[src/rtl/x_delay_line_decode.sv]
// rtl/x_delay_line_decode.sv - delay-line snapshot decode with windowed min/max/sum/bubble statistics
module x_delay_line_decode #(
  parameter int WINDOW_LOG2 = 4,
  parameter int WARMUP      = 3
) (
  input  logic                   i_clk,
  input  logic                   i_rst_n,
  input  logic [31:0]            i_data,
  input  logic                   i_en,
  input  logic                   i_ready,
  output logic [5:0]             o_last,
  output logic                   o_valid,
  output logic [5:0]             o_min,
  output logic [5:0]             o_max,
  output logic [5+WINDOW_LOG2:0] o_sum,
  output logic [WINDOW_LOG2:0]   o_bubbles,
  output logic                   o_ovf
);
  localparam int         W      = WINDOW_LOG2;
  localparam logic [3:0] WARM_N = 4'(WARMUP);
  localparam logic [W:0] WIN_N  = (W+1)'(1) << W;
  localparam logic [5:0] MIN_INIT = 6'd63;

  logic [31:0]  norm;
  logic [5:0]   cnt;
  logic         bub;
  logic         found;

  logic [3:0]   warm_q;
  logic [5:0]   last_q;
  logic         bub_q;
  logic         fold_q;
  logic         warm_done;

  logic [W:0]   acc_n_q,   acc_n_d;
  logic [5:0]   acc_min_q, acc_min_d;
  logic [5:0]   acc_max_q, acc_max_d;
  logic [5+W:0] acc_sum_q, acc_sum_d;
  logic [W:0]   acc_bub_q, acc_bub_d;

  logic [5:0]   res_min_q, res_min_d;
  logic [5:0]   res_max_q, res_max_d;
  logic [5+W:0] res_sum_q, res_sum_d;
  logic [W:0]   res_bub_q, res_bub_d;
  logic         valid_q,   valid_d;
  logic         ovf_q,     ovf_d;

  logic [W:0]   n_inc;
  logic [5:0]   min_nx;
  logic [5:0]   max_nx;
  logic [5+W:0] sum_nx;
  logic [W:0]   bub_nx;
  logic         complete;

  // Flip so propagated taps read 1, then find the first 0 and any 1 beyond it.
  always_comb begin
    norm  = i_data[0] ? i_data : ~i_data;
    cnt   = 6'd32;
    bub   = 1'b0;
    found = 1'b0;
    for (int i = 0; i < 32; i++) begin
      if (!found && !norm[i]) begin
        cnt   = 6'(i);
        found = 1'b1;
      end else if (found && norm[i]) begin
        bub = 1'b1;
      end
    end
  end

  assign warm_done = (warm_q == WARM_N);

  always_ff @(posedge i_clk or negedge i_rst_n) begin
    if (!i_rst_n) begin
      warm_q <= 4'd0;
      last_q <= 6'd0;
      bub_q  <= 1'b0;
      fold_q <= 1'b0;
    end else begin
      if (!warm_done) begin
        warm_q <= warm_q + 4'd1;
      end else begin
        last_q <= cnt;
        bub_q  <= bub;
      end
      fold_q <= warm_done && i_en;
    end
  end

  // Enable travels with its sample, so a disabled sample resets the window.
  always_comb begin
    n_inc    = acc_n_q + (W+1)'(1);
    min_nx   = (last_q < acc_min_q) ? last_q : acc_min_q;
    max_nx   = (last_q > acc_max_q) ? last_q : acc_max_q;
    sum_nx   = acc_sum_q + {{W{1'b0}}, last_q};
    bub_nx   = acc_bub_q + {{W{1'b0}}, bub_q};
    complete = fold_q && (n_inc == WIN_N);

    acc_n_d   = '0;
    acc_min_d = MIN_INIT;
    acc_max_d = 6'd0;
    acc_sum_d = '0;
    acc_bub_d = '0;
    if (fold_q && !complete) begin
      acc_n_d   = n_inc;
      acc_min_d = min_nx;
      acc_max_d = max_nx;
      acc_sum_d = sum_nx;
      acc_bub_d = bub_nx;
    end

    res_min_d = res_min_q;
    res_max_d = res_max_q;
    res_sum_d = res_sum_q;
    res_bub_d = res_bub_q;
    valid_d   = valid_q;
    ovf_d     = ovf_q;
    if (complete) begin
      res_min_d = min_nx;
      res_max_d = max_nx;
      res_sum_d = sum_nx;
      res_bub_d = bub_nx;
      valid_d   = 1'b1;
      if (valid_q && !i_ready) begin
        ovf_d = 1'b1;
      end
    end else if (valid_q && i_ready) begin
      valid_d = 1'b0;
      ovf_d   = 1'b0;
    end
  end

  always_ff @(posedge i_clk or negedge i_rst_n) begin
    if (!i_rst_n) begin
      acc_n_q   <= '0;
      acc_min_q <= MIN_INIT;
      acc_max_q <= 6'd0;
      acc_sum_q <= '0;
      acc_bub_q <= '0;
      res_min_q <= 6'd0;
      res_max_q <= 6'd0;
      res_sum_q <= '0;
      res_bub_q <= '0;
      valid_q   <= 1'b0;
      ovf_q     <= 1'b0;
    end else begin
      acc_n_q   <= acc_n_d;
      acc_min_q <= acc_min_d;
      acc_max_q <= acc_max_d;
      acc_sum_q <= acc_sum_d;
      acc_bub_q <= acc_bub_d;
      res_min_q <= res_min_d;
      res_max_q <= res_max_d;
      res_sum_q <= res_sum_d;
      res_bub_q <= res_bub_d;
      valid_q   <= valid_d;
      ovf_q     <= ovf_d;
    end
  end

  assign o_last    = last_q;
  assign o_valid   = valid_q;
  assign o_min     = res_min_q;
  assign o_max     = res_max_q;
  assign o_sum     = res_sum_q;
  assign o_bubbles = res_bub_q;
  assign o_ovf     = ovf_q;

endmodule

[config.mk]
export PLATFORM = sky130hd
export DESIGN_NAME = x_delay_line_decode
export DESIGN_NICKNAME = d
export VERILOG_FILES = /design/src/rtl/x_delay_line_decode.sv
export SDC_FILE = /design/constraint.sdc
export NUM_CORES = 1
export LEC_CHECK = 0
export ABC_AREA = 1
export BUFFER_PORTS_ARGS = -buffer_cell sky130_fd_sc_hd__buf_2
export CORE_ASPECT_RATIO = 1.1
export CORE_UTILIZATION = 35
export CTS_BUF_LIST = sky130_fd_sc_hd__clkbuf_16
export CTS_CLUSTER_SIZE = 16
export DETAILED_ROUTE_END_ITERATION = 10
export REMOVE_ABC_BUFFERS = 1
export SETUP_SLACK_MARGIN = 0.2
export SYNTH_ARGS = -nofsm -noshare
export SYNTH_HDL_FRONTEND = slang
export SYNTH_SLANG_ARGS = --single-unit
[constraint.sdc]
create_clock -name i_clk -period 4.65 [get_ports i_clk]
set_clock_uncertainty 0.2 [all_clocks]
set_input_delay 0 -clock i_clk [delete_from_list [all_inputs] [get_ports i_clk]]
set_output_delay 0 -clock i_clk [all_outputs]
set_load 0.01 [all_outputs]
Yosys cells after proc, flatten, opt, wreduce, memory -nomap -nowiden
Index checks and enable logic that the tools add are counted.
W data, S select, Z words.
- reductions and logical operators: 132
- bitwise operators: 1
- $add $sub $neg: 4
- equality and inequality tests: 3
- muxes and demuxes: 137
- magnitude comparators: 2
- operator list (operator ; count):
    $mux W6 ; 36
    $mux W1 ; 97
    $logic_and A1 B1 Y1 ; 67
    $logic_not A1 Y1 ; 63
    $mux W32 ; 1
    $not A32 Y32 ; 1
    $add A10 B6 Y10 ; 1
    $mux W10 ; 1
    $mux W5 ; 2
    $gt A6 B6 Y1 ; 1
    $lt A6 B6 Y1 ; 1
    $add A5 B1 Y5 ; 1
    $add A5 B1 Y5 const B ; 1
    $eq A5 B5 Y1 const B ; 1
    $add A4 B1 Y4 const B ; 1
    $eq A4 B2 Y1 const B ; 1
    $ne A2 B1 Y1 const B ; 1
    $reduce_and A2 Y1 ; 1
    $reduce_bool A2 Y1 ; 1
- bits of input ports: 36
- output and inout port bits: 35
- logic and storage cells: 294
- register bits: 73

Depth between registers and ports, before layout
- depth in word-level cells: 95
- depth in mapped cells: 30

Worst setup path before layout
No wires, ideal clock.
- path kind: input-to-reg
- start point: input port i_data[0]
- end point: register bub_q
- setup slack: 2191 ps
- path buffers: 2
- stages on the path: 20
- library setup time: 124 ps
- arrival time: 2135 ps
- path through: buf_6 -> buf_12 -> nand2_2 -> nand2_2 -> nor2_2 -> nand4_1 -> nor2_1 -> nand4_1 -> nor2_2 -> nand4_2 -> nor2_2 -> nand4_2 -> nor2_2 -> nand4_2 -> nor2_2 -> nand4_2 -> nor2_4 -> nand4_1 -> a21oi_1 -> a21oi_1
- word-level cells in the longest chain between the ends: 94
- ends and longest elaborated chain (element ; line ; text):
    start: declaration ; 8 ; input logic [31:0] i_data,
    $not A32 Y32 or $mux W32 (tied branches) ; 57 ; norm = i_data[0] ? i_data : ~i_data;
    $mux W32 * ; 57 ;
    parallel branches: the longest is 91 deep, another holds $mux W1 ; n/a ;
    $mux W1 * ; 62 ; if (!found && !norm[i]) begin
    end signal: assignment ; 84 ; bub_q <= bub;
    end: declaration ; 31 ; logic bub_q;
Every way passes the cells marked *.
A chain may end at the register's enable or synchronous reset.

Worst setup path in the final report
- start point: input port i_data[0]
- end point: register last_q[0] (netlist: o_last[0])
- word-level cells in the longest chain between the ends: 94
- ends and longest elaborated chain (element ; line ; text):
    $not A32 Y32 or $mux W32 (tied branches) ; 57 ;
    $mux W32 * ; 57 ;
    $mux W1 or $logic_and A1 B1 Y1 (tied branches) ; 62 ;
    $mux W1 ; 62 ;
    $logic_not A1 Y1 ; 62 ;
    $logic_and A1 B1 Y1 ; 62 ;
    $mux W1 ; 62 ;
    $logic_not A1 Y1 ; 62 ;
    [78 not listed] ; n/a ;
    $logic_and A1 B1 Y1 ; 62 ;
    $mux W1 ; 62 ;
    $logic_not A1 Y1 ; 62 ;
    $logic_and A1 B1 Y1 ; 62 ;
    $mux W1 ; 62 ;
    $logic_not A1 Y1 ; 62 ;
    $logic_and A1 B1 Y1 ; 62 ;
    $mux W6 * ; 62 ;
    end signal: assignment ; 83 ; last_q <= cnt;
    end: declaration ; 30 ; logic [5:0] last_q;
Every way passes the cells marked *; elsewhere a longest branch is shown, timed or not.

==> flow_summary_export.csv <==
group,metric,value,unit
timing,hold_viol,0,
place,io_buffers,70,
synthesis,yosysMostFrequentCell,"nand2_1",
setup_path,crit_path_max_fanout,34,
clocking,insertion_delay,0.33,ns
synthesis,async_flop_share,100,%
drt,post_drt_wl_per_cell,11.7,um
synthesis,yosys_register_bits,73,
setup_path,regToRegStartpoint,"o_last[1]",
clocking,cts_sinks,73,
clocking,hold_buffers,8,
synthesis,synth_top_family_by_area,"simple AND/OR/NAND/NOR gates",
layout,diodes,0,
drt,wirelength,9010,um
layout,utilization,43.6,%
synthesis,synthXorXnorAreaFrac,9.04,%
synthesis,yosysSeqAreaShare,41.5,%
setup_path,crit_start,"i_data[0]",
drt,drtAntennaViolNets,0,
run,drv_cap,0,
synthesis,muxShareOfSynthArea,0,%
timing,whs,0.00146,ns
synthesis,synthSimpleGateAreaFrac,22.3,%
drt,via_per_inst,4.68,
synthesis,ys.warnings.count,0,
die,die_x,109,um
die,die-area,13100,um2
setup_path,crit_arrival,3.66,ns
synthesis,syn_area_per_cell,8.29,um2
die,num_rows,42,
hold_path,hp-start,"i_data[27]",
place,dp_hpwl,6710,um
synthesis,synth_top_area_share,38.0,%
clocking,ctsResizeCount,0,
clocking,cts_tree,"done",
grt,overflow,0,
setup_path,start_kind,"primary input",
timing,setup_tns,0,ns
grt,gr-usage-all-layers,14.8,%
timing,fin_crit,3.59,ns
drt,routed-via-count,3597,
layout,syn_to_final_growth,20.4,%
die,initial_utilization,36.2,%
drt,drt-initial-drc-count,182,
setup_path,cp_cell_sequence,"buf_2 > nand2_1 > nand2_1 > nand3_4 > nor2_2 > nand4_2 > nor2_2 > nand4_2 > nor2_2 > nand4_2 > nor2_2 > nand4_2 > nor2_2 > nand4_2 > nor2_4 > nand4_2 > nor2_4 > nand4_1 > dlygate4sd3_1 > nand2_1 > nand2_1 > nand2_1",
clocking,cts_post_setup_buffers_inserted,0,
timing,max_slew_margin,18.6,%
pwr,seq_power_share,37.4,%
synthesis,synthAdderAreaFrac,6.40,%
synthesis,synthTopCellsByCount,"nand2_1, inv_1, dfrtp_1",
clocking,cts_buffers,9,
layout,design_area,5320,um2
synthesis,yosysTopAreaCell,"dfrtp_1",
die,core,12200,um2
status,status,"completed",
place,place_area,4890,um2
timing,rsz0062_at_grt,"false",
timing,period_share,77.2,%
clocking,ctsHtreeMaxLevel,3,
pwr,power_frac_comb,20.8,%
pwr,power.leakage,2.75,nW
hold_path,hold_class,"in2reg",
grt,grt_pass1_wl,15200,um
timing,drv_slew,0,
timing,tightest_slew,1.22,ns
synthesis,synth_compound_area_share,12.2,%
place,place_congestion,0.884,
synthesis,netlist_area,4420,um2
synthesis,synthCells,533,
setup_path,endpoint_kind,"flop",
layout,fin_nets,667,
pwr,irDropWorstVdd,224,uV
setup_path,crit_top_cell,"nand4_2",
pwr,power_density,353,nW/um2
grt,antenna_found_initial,0,
synthesis,synth_area_leaders,"dfrtp_1, nand2_1, inv_1, xor2_1, ha_1",
grt,grt_pass1_vias,3422,
drt,drc_errors,0,
clocking,path_clk_slew,0.06,ns
setup_path,critPathRequiredTime,4.72,ns
pwr,clock_power_share,41.8,%
synthesis,yosys_most_used_dff,"dfrtp_1",
setup_path,critPathMaxStageDelay,0.68,ns
pwr,p_sw,0.536,mW
grt,grt_max_degree,57,
clocking,clockRootBuffer,"clkbuf_16",
timing,setup_viol,0,
setup_path,path_class,"in2reg",
pwr,sw_frac_of_total,28.6,%
layout,drive_above_1_share,21.3,%
die,io_pins,71,
die,die_h,120,um
clocking,clockBufferDepth,2,
setup_path,slowest_stage,"buf_2",
drt,dr.pass1.iters,4,
synthesis,ys_types,41,
pwr,intPower,1.34,mW
synthesis,synth-edff-count,0,
timing,max_freq,279,MHz
power groups by stage:
stage,logic (mW),clock network (mW),registers [mW]
final,0.391,0.784,0.701
after global routing,0.461,0.833,0.706
after CTS,0.398,0.807,0.702
after detailed placement,0.388,0,0.713
after global placement,0.378,0,0.713
after floorplan,0.279,0,0.708
placed cells by master, fill, tap and decap left out, drive strengths merged:
cell type    instances
nand2              100
inv                 77
buf                 72
dfrtp               67
nor2                65
o21ai               51
xor2                31
a21oi               30
ha                  21
nand4               18
nand3               16
xnor2               12
clkbuf               9
dlygate4sd3          8
dfstp                6
o211ai               4
clkinv               4
nor3                 3
o21bai               3
bufinv               3
o31ai                2
clkinvlp             2
a21boi               1
o32ai                1
or2                  1
o2bb2ai              1
a41o                 1
or4                  1
a211o                1
nand3b               1
o2111a               1
fa                   1
kinds of logic after synthesis:
kind of cell,Yosys count
xor+xnor,43
buf+inv,94
compound gates,96
flops,73
fa+ha+maj,22
simple gates,205
worst max-delay path: cells and delay by family:
family / cells / cell delay, ns
and+or+nand+nor: 20 / 2.38
buffers and inverters: 2 / 1.24
cell type report:
type | count | area [um2]
clock inverters | 7 | 119
well taps | 154 | 193
inverters | 79 | 297
flip-flops and latches | 73 | 1830
repair buffers | 80 | 445
multi-input cells | 366 | 2200
clock buffers | 9 | 225
fillers | 1212 | 6880
worst paths after layout:
check | cells past startpoint | slack (ns) | end
worst max-delay path | 22 | 1.06 | o_last[0]
min in group asynchronous | 2 | 0.06 | acc_min_q[0]
worst min register to register | 1 | 0.26 | acc_n_q[0]
max in group asynchronous | 3 | 3.23 | o_min[2]
worst min-delay path | 7 | 0.001 | bub_q
worst max register to register | 8 | 1.73 | o_max[2]
metal layers:
layer / wire length (um) / global-route usage (%) / share of wire (%) / vias up
met5: 0 / 0 / 0 / -
met3: 343 / 3.48 / 3.8 / 10
met2: 4240 / 24.3 / 47 / 63
li1: - / - / - / 1868
met1: 4320 / 19.0 / 48 / 1656
met4: 113 / 4.56 / 1.3 / 0
flip-flops by register name, summed over array words and instances, names as in the netlist:
name / count
acc_min_q: 6
acc_n_q: 5
acc_max_q: 6
o_bubbles: 5
o_last: 6
o_sum: 10
bub_q: 1
o_min: 6
o_max: 6
acc_sum_q: 10
acc_bub_q: 5
fold_q: 1
o_ovf: 1
o_valid: 1
warm_q: 4
stage by stage:
| stage | power [mW] | instances | setup slack (ns) |
|---|---|---|---|
| final | 1.88 | 768 | 1.06 |
| after global routing | 2.00 | 768 | 0.624 |
| after CTS | 1.91 | 768 | 1.06 |
| after detailed placement | 1.10 | 744 | 1.19 |
| after global placement | 1.09 | 744 | 1.33 |
| after floorplan | 0.987 | 518 | 2.22 |
Power figures use the tool's default switching activity.
